[config.mk]
export PLATFORM = sky130hd
export DESIGN_NAME = shift_rx_flat
export DESIGN_NICKNAME = d
export VERILOG_FILES = /design/src/rtl/shift_pkg.sv /design/src/rtl/shift_rx_if.sv /design/src/rtl/shift_rx_hold.sv /design/src/rtl/shift_rx.sv /design/src/flat_wrapper.sv
export SDC_FILE = /design/constraint.sdc
export NUM_CORES = 1
export LEC_CHECK = 0
export BUFFER_PORTS_ARGS = -buffer_cell sky130_fd_sc_hd__clkbuf_2
export CORE_ASPECT_RATIO = 0.7
export CORE_MARGIN = 8
export CORE_UTILIZATION = 60
export CTS_CLUSTER_SIZE = 16
export DETAILED_ROUTE_END_ITERATION = 6
export HOLD_SLACK_MARGIN = 0.08
export PLACE_DENSITY = 0.83
export SETUP_SLACK_MARGIN = 0.05
export SLEW_MARGIN = 20
export SYNTH_ARGS = -nofsm -noshare
export SYNTH_HDL_FRONTEND = slang
export SYNTH_HIERARCHICAL = 1
export SYNTH_SLANG_ARGS = --single-unit
[constraint.sdc]
create_clock -name clk -period 3.4 [get_ports clk]
set_input_delay 0.34 -clock clk [delete_from_list [all_inputs] [get_ports clk]]
set_output_delay 0.34 -clock clk [all_outputs]
set_load 0.05 [all_outputs]
[src/rtl/shift_pkg.sv]
// Shared types and constants for the shift_rx serial-to-parallel receiver.
package shift_pkg;

    localparam int DEFAULT_WIDTH = 16;

    typedef enum logic {
        IDLE  = 1'b0,
        SHIFT = 1'b1
    } state_t;

endpackage

[src/rtl/shift_rx_if.sv]
// Serial-in / word-out bus of shift_rx. The master side feeds bits and accepts words.
interface shift_rx_if import shift_pkg::*; #(
    parameter int WIDTH = DEFAULT_WIDTH
);
    logic             start;
    logic             serial_in;
    logic             bit_valid;
    logic [WIDTH-1:0] word_out;
    logic             word_valid;
    logic             word_ready;
    logic             busy;
    logic             overrun;
    logic             parity_err;

    modport master (
        output start, serial_in, bit_valid, word_ready,
        input  word_out, word_valid, busy, overrun, parity_err
    );

    modport slave (
        input  start, serial_in, bit_valid, word_ready,
        output word_out, word_valid, busy, overrun, parity_err
    );
endinterface

[src/rtl/shift_rx_hold.sv]
// Output hold register for shift_rx: ready/valid handshake and sticky overrun flag.
module shift_rx_hold import shift_pkg::*; #(
    parameter int WIDTH = DEFAULT_WIDTH
) (
    input  logic             clk,
    input  logic             reset,
    input  logic             load,
    input  logic [WIDTH-1:0] din,
    input  logic             word_ready,
    output logic [WIDTH-1:0] word_out,
    output logic             word_valid,
    output logic             overrun
);
    logic accept;

    // A new word may enter when the register is empty or is being drained this cycle.
    assign accept = !word_valid || word_ready;

    // NOTE: sequential state uses non-blocking assignments so every register samples pre-edge values.
    always_ff @(posedge clk or posedge reset) begin
        if (reset) begin
            word_out   <= '0;
            word_valid <= 1'b0;
            overrun    <= 1'b0;
        end else begin
            if (load && accept) begin
                word_out   <= din;
                word_valid <= 1'b1;
            end else if (word_valid && word_ready) begin
                word_valid <= 1'b0;
            end
            if (load && !accept) begin
                overrun <= 1'b1;
            end
        end
    end
endmodule

[src/rtl/shift_rx.sv]
// MSB-first serial receiver: IDLE/SHIFT FSM, bit counter and shift register.
// Optional trailing even-parity bit when SHIFT_RX_PARITY_EN is defined.
module shift_rx import shift_pkg::*; #(
    parameter int WIDTH = DEFAULT_WIDTH
) (
    input  logic          clk,
    input  logic          reset,
    shift_rx_if.slave     bus
);
`ifdef SHIFT_RX_PARITY_EN
    localparam int FRAME_BITS = WIDTH + 1;
`else
    localparam int FRAME_BITS = WIDTH;
`endif
    localparam int CNT_W = $clog2(FRAME_BITS + 1);

    state_t             state;
    state_t             state_next;
    logic [CNT_W-1:0]   cnt;
    logic [WIDTH-1:0]   shreg;
    logic [WIDTH-1:0]   done_word;
    logic               restart;
    logic               take_bit;
    logic               frame_done;
    logic               last_bit;
    logic               par_ok;

    assign last_bit = (cnt == CNT_W'(FRAME_BITS - 1));

    always_ff @(posedge clk or posedge reset) begin
        if (reset) state <= IDLE;
        else       state <= state_next;
    end

    // NOTE: every combinational output gets a default first, so no path can infer a latch.
    always_comb begin
        state_next = state;
        restart    = 1'b0;
        take_bit   = 1'b0;
        frame_done = 1'b0;
        case (state)
            IDLE: begin
                if (bus.start) begin
                    state_next = SHIFT;
                    restart    = 1'b1;
                end
            end
            SHIFT: begin
                if (bus.start) begin
                    restart = 1'b1;
                end else if (bus.bit_valid) begin
                    take_bit = 1'b1;
                    if (last_bit) begin
                        frame_done = 1'b1;
                        state_next = IDLE;
                    end
                end
            end
            default: state_next = IDLE;
        endcase
    end

    // A start cycle that also carries a valid bit takes that bit as bit 0 of the new frame.
    always_ff @(posedge clk or posedge reset) begin
        if (reset) begin
            cnt   <= '0;
            shreg <= '0;
        end else if (restart) begin
            cnt   <= bus.bit_valid ? CNT_W'(1) : '0;
            shreg <= bus.bit_valid ? {{(WIDTH-1){1'b0}}, bus.serial_in} : '0;
        end else if (take_bit) begin
            cnt <= cnt + CNT_W'(1);
            if (cnt < CNT_W'(WIDTH)) begin
                shreg <= {shreg[WIDTH-2:0], bus.serial_in};
            end
        end
    end

`ifdef SHIFT_RX_PARITY_EN
    logic par_acc;
    logic parity_err_q;

    // The trailing parity bit is checked, never shifted into the data word.
    assign done_word = shreg;
    assign par_ok    = !(par_acc ^ bus.serial_in);

    always_ff @(posedge clk or posedge reset) begin
        if (reset) begin
            par_acc      <= 1'b0;
            parity_err_q <= 1'b0;
        end else begin
            parity_err_q <= frame_done && !par_ok;
            if (restart)       par_acc <= bus.bit_valid && bus.serial_in;
            else if (take_bit) par_acc <= par_acc ^ bus.serial_in;
        end
    end

    assign bus.parity_err = parity_err_q;
`else
    assign done_word      = {shreg[WIDTH-2:0], bus.serial_in};
    assign par_ok         = 1'b1;
    assign bus.parity_err = 1'b0;
`endif

    assign bus.busy = (state == SHIFT);

    shift_rx_hold #(.WIDTH(WIDTH)) u_hold (
        .clk        (clk),
        .reset      (reset),
        .load       (frame_done && par_ok),
        .din        (done_word),
        .word_ready (bus.word_ready),
        .word_out   (bus.word_out),
        .word_valid (bus.word_valid),
        .overrun    (bus.overrun)
    );
endmodule

[src/flat_wrapper.sv]
// flat-port wrapper written by rule: the top's interface ports become plain ports
module shift_rx_flat import shift_pkg::*;
#(
    parameter int WIDTH = DEFAULT_WIDTH
)
  (clk, reset, bus_start, bus_serial_in, bus_bit_valid, bus_word_ready, bus_word_out, bus_word_valid, bus_busy, bus_overrun, bus_parity_err);
  shift_rx_if #(.WIDTH(WIDTH)) bus_i ();
  input  logic clk;
  input  logic reset;
  input wire logic [$bits(bus_i.start)-1:0] bus_start;
  input wire logic [$bits(bus_i.serial_in)-1:0] bus_serial_in;
  input wire logic [$bits(bus_i.bit_valid)-1:0] bus_bit_valid;
  input wire logic [$bits(bus_i.word_ready)-1:0] bus_word_ready;
  output wire logic [$bits(bus_i.word_out)-1:0] bus_word_out;
  output wire logic [$bits(bus_i.word_valid)-1:0] bus_word_valid;
  output wire logic [$bits(bus_i.busy)-1:0] bus_busy;
  output wire logic [$bits(bus_i.overrun)-1:0] bus_overrun;
  output wire logic [$bits(bus_i.parity_err)-1:0] bus_parity_err;
  assign bus_i.start = bus_start;
  assign bus_i.serial_in = bus_serial_in;
  assign bus_i.bit_valid = bus_bit_valid;
  assign bus_i.word_ready = bus_word_ready;
  assign bus_word_out = bus_i.word_out;
  assign bus_word_valid = bus_i.word_valid;
  assign bus_busy = bus_i.busy;
  assign bus_overrun = bus_i.overrun;
  assign bus_parity_err = bus_i.parity_err;
  shift_rx #(.WIDTH(WIDTH)) u_core (.clk(clk), .reset(reset), .bus(bus_i));
endmodule
; Word level (Yosys, flattened, before mapping)
; Cells that the tools add are included.
[word_totals]
inputBits = 6
word_cells = 41
register_bits = 39
[classes]
n_bitwise = 1
n_reduce_logical = 10
n_lt_le_gt_ge = 1
mux = 21
n_eq_ne = 1
add_sub_neg = 1
[ops]
columns = cell, count
row1 = $mux W15, 3
row2 = $mux W1, 15
row3 = $mux W5, 2
row4 = $reduce_bool A2 Y1, 3
row5 = $add A5 B1 Y5 const B, 1
row6 = $eq A5 B4 Y1 const B, 1
row7 = $lt A5 B5 Y1 const B, 1
row8 = $logic_and A1 B1 Y1, 3
row9 = $logic_not A1 Y1, 2
row10 = $pmux W1 S2, 1
row11 = $reduce_and A2 Y1, 1
row12 = $logic_or A1 B1 Y1, 1
row13 = $not A1 Y1, 1

; Logic depth before layout (Yosys ltp)
[depth]
word_depth = 7
ltp_mapped = 7
depth_no_buf = 6

; Hierarchy
; The synthesis kept the hierarchy.
[by_module_without_submodules]
columns = module, cells_per_inst, area_per_inst_um2, instances
row1 = shift_rx, 103, 1034.7, 1
row2 = shift_rx_hold, 41, 732.0, 1

; Least setup slack after synthesis
; No wires, ideal clock.
[synth_timing]
kind = register to register
start = reg u_core.state (netlist: u_core/bus.busy)
end = reg u_core.u_hold.word_out[0]
setup_ns = 0.125
stages_incl_launch_ff = 7
required_ns = 3.275
slack_ns = 1.439
arrival_ns = 1.836
path_cell_list = dfrtp_1 -> buf_6 -> nand2_4 -> nor3b_1 -> nand2_4 -> buf_12 -> mux2_4
[synth_between]
elab_chain_cells = 2
[synth_rtl]
columns = element, line_no
row1 = "start, declared", shift_rx.sv:17  ; state_t state;
row2 = "start signal, assigned", shift_rx.sv:32  ; else state <= state_next;
row3 = $mux W1, shift_rx.sv:41  ; case (state)
row4 = via u_core.frame_done, shift_rx.sv:24  ; logic frame_done;
row5 = $logic_and A1 B1 Y1, shift_rx_hold.sv:26  ; if (load && accept) begin
row6 = "end signal, assigned", shift_rx_hold.sv:27  ; word_out <= din;
row7 = "end, declared", shift_rx_hold.sv:10  ; output logic [WIDTH-1:0] word_out,
; The timed path passes the listed nets, and every way through them passes these cells.
; A chain may end at the register's enable or synchronous reset.

; Final worst setup path
[layout_timing]
start = reg u_core.cnt[0]
end = reg u_core.u_hold.word_out[4]
[layout_between]
elab_chain_cells = 6
[layout_rtl]
columns = element, line_no
row1 = "start, declared", shift_rx.sv:19  ; logic [CNT_W-1:0] cnt;
row2 = "start signal, assigned", shift_rx.sv:69  ; cnt <= bus.bit_valid ? CNT_W'(1) : '0;
row3 = "start signal, assigned", shift_rx.sv:72  ; cnt <= cnt + CNT_W'(1);
row4 = $eq A5 B4 Y1, shift_rx.sv:28  ; assign last_bit = (cnt == CNT_W'(FRAME_BITS - 1));
row5 = $mux W1, shift_rx.sv:53  ; if (last_bit) begin
row6 = $mux W1, shift_rx.sv:51  ; end else if (bus.bit_valid) begin
row7 = $mux W1, shift_rx.sv:49  ; if (bus.start) begin
row8 = $mux W1, shift_rx.sv:41
row9 = via u_core.frame_done, shift_rx.sv:24
row10 = $logic_and A1 B1 Y1, shift_rx_hold.sv:26
; The timed path passes the listed nets, and every way through them passes these cells.

==> out/metrics.csv <==
metric,value,unit
fin_util,0.693,
gr-total-overflow,0,
cts_max_path_buffers,2,
core_area,2800,sq um
grt_setup_unrepaired,false,
dr_total_vias,1100,
setup_tns,0,ns
dr.pass1.iters,4,
layout-drive-gt1-share,0.389,
dp_hpwl,2190,um
cts_max_level,2,
drtIter0Drc,70,
final_cell_mix,"dfrtp_1, nand2_1, clkbuf_2, a21oi_2, mux2_4",
port_buffers,24,
synth-compound-area-share,0.0942,
wl_per_cell,15.8,um
yosysTopAreaCellShare,0.552,
place_area,1820,sq um
slew_violations,0,
synth_top_area_cell,dfrtp_1,
fmax,489,MHz
root_buffer,clkbuf_8,
path_cells,ha_1 -> and3_1 -> ha_1 -> nor3b_1 -> nand2_4 -> mux2_4,
max-vdd-ir-drop,0.000390,V
grt_use_total,0.146,
powerDensity,471,nW/um^2
worstSetupPathType,reg -> reg,
cts_tree,yes,
cp-end-kind,register,
post_synth_xor_area_fraction,0.00496,
cp.required,3.58,ns
finalCritPeriodShare,0.601,
ys_ff_latch,39,
pin_count,26,
clock_sinks,39,
slew-limit-headroom,0.454,
slowest_delay,0.40,ns
synth_area_leaders,"dfrtp_1, mux2_4, nand2_1",
clkTransAtPathRegs,0.08,ns
clock_latency,0.30,ns
setup_viol_count_final,0,
synth_top_family_by_area,simple AND/OR/NAND/NOR gates,
fin_skew,0.00998,ns
cpMostUsedCell,ha_1,
drt-total-wl,3210,um
fin_nets,174,
cp.arrival,2.23,ns
synthAdderAreaFrac,0.0142,
worst_setup_path_start_kind,register,
via_per_inst,5.42,
antennaDiodeCount,0,
antenna_left,0,
grt_pass1_wl,5380,um
placementRows,16,
die_h,61.4,um
synth.distinct_cells,28,
syn_inst,144,
start_util,0.630,
grt_max_degree,25,
finalPower,0.000915,W
synth_area,1770,sq um
fin_crit,2.04,ns
synthSimpleGateAreaFrac,0.140,
syn_to_final_growth,9.91,%
cap_violations,0,
antenna_found_initial,0,
die_area,4960,sq um
die_w,80.9,um
p_leak,0.968,nW
finalHoldViolCount,0,
ctsResizeCount,0,
status,"finished, final reports clean",
tightest_slew,0.819,ns
crit_fanout,16,
slowest_stage,dfrtp_1,
hold_buffers,0,
cts_buffers,5,
cts_setup_buffers,0,
muxShareOfSynthArea,0.123,
hp-class,in -> async,
yosys_warnings,6,
syn_nets,152,
layout_commonest_cell,dfrtp_1,
grt_pass1_vias,1162,
ys_seq_area_frac,0.552,
nFillCells,219,
synth.avg_cell_area,12.3,sq um
fin_area,1940,sq um
gp_congestion,0.745,
reg2reg_depth,6,
drc,0,
==> worst max-delay path, delay by kind of cell, from the launching register on <==
family	cells	cell delay [ns]
and+or+nand+nor	3	0.82
DFF	1	0.40
muxes	1	0.37
adders and majority gates	2	0.34
==> power by group <==
group          switching, W  leakage [nW]  internal [W]
Sequential       0.00000557         0.535      0.000469
Combinational     0.0000342         0.372     0.0000106
Clock              0.000158        0.0612      0.000237
Total              0.000198         0.968      0.000717
==> through the flow <==
step           instances  hold WS, ns  worst slack, ns
2_1_floorplan        144        0.279             1.44
3_3_place_gp         195        0.452             1.47
3_5_place_dp         195        0.471             1.36
4_1_cts              203        0.154             1.35
5_1_grt              203        0.185             1.26
6_report             203        0.140             1.36
==> layer usage <==
layer	share of wire	global-route usage
met5	0	0
met1	0.42	0.157
met3	0.057	0.0496
met4	0.021	0.0861
met2	0.50	0.249
==> cells in the mapped netlist, drive strengths merged <==
library cell and count:
a21o 1, a21oi 18, a311oi 1, and3 1, and3b 1, buf 9, conb 1, dfrtp 39
ha 2, inv 4, mux2 16, nand2 35, nand2b 1, nand3 3, nand3b 3, nor2 1
nor2b 1, nor3b 1, o21ai 3, o21bai 1, or3 1, xor2 1
==> cells by family (layout without fill, tap and decap cells) <==
logic type	after synthesis	count (layout)
simple gates	48	48
mux	16	16
compound gates	24	24
flops	39	39
xor+xnor	1	1
other cells	1	1
fa+ha+maj	2	2
buf+inv	13	36
==> area by class of cell <==
| cell class | instances | area (sq um) | share of cell area |
|---|---|---|---|
| Clock buffer | 6 | 82.6 | 0.0425 |
| Clock inverter | 2 | 35.0 | 0.0180 |
| Inverter | 4 | 15.0 | 0.00773 |
| Multi-Input combinational cell | 92 | 668 | 0.344 |
| Sequential cell | 39 | 976 | 0.503 |
| Tap cell | 36 | 45.0 | 0.0232 |
| Timing Repair Buffer | 24 | 120 | 0.0619 |
==> sequential cells by signal, summed over array words and instances, names as in the netlist <==
signal / cells
u_core/bus.busy: 1
u_core/u_hold/overrun: 1
u_core/cnt: 5
u_core/u_hold/word_out: 16
u_core/u_hold/word_valid: 1
u_core/shreg: 15
==> path summary, 6_finish.rpt <==
| check | start | end | slack [ns] |
|---|---|---|---|
| max in group asynchronous | reset | u_core/shreg[1] | 2.70 |
| hold reg to reg | u_core/u_hold/overrun | u_core/u_hold/overrun | 0.48 |
| hold / removal | reset | u_core/u_hold/word_out[5] | 0.14 |
| setup reg to reg | u_core/cnt[0] | u_core/u_hold/word_out[4] | 1.36 |
| min in group clk | bus_serial_in | u_core/u_hold/word_out[0] | 0.31 |
| setup / recovery | u_core/cnt[0] | u_core/u_hold/word_out[4] | 1.36 |
Note: power is estimated with default switching activity, not from simulation.
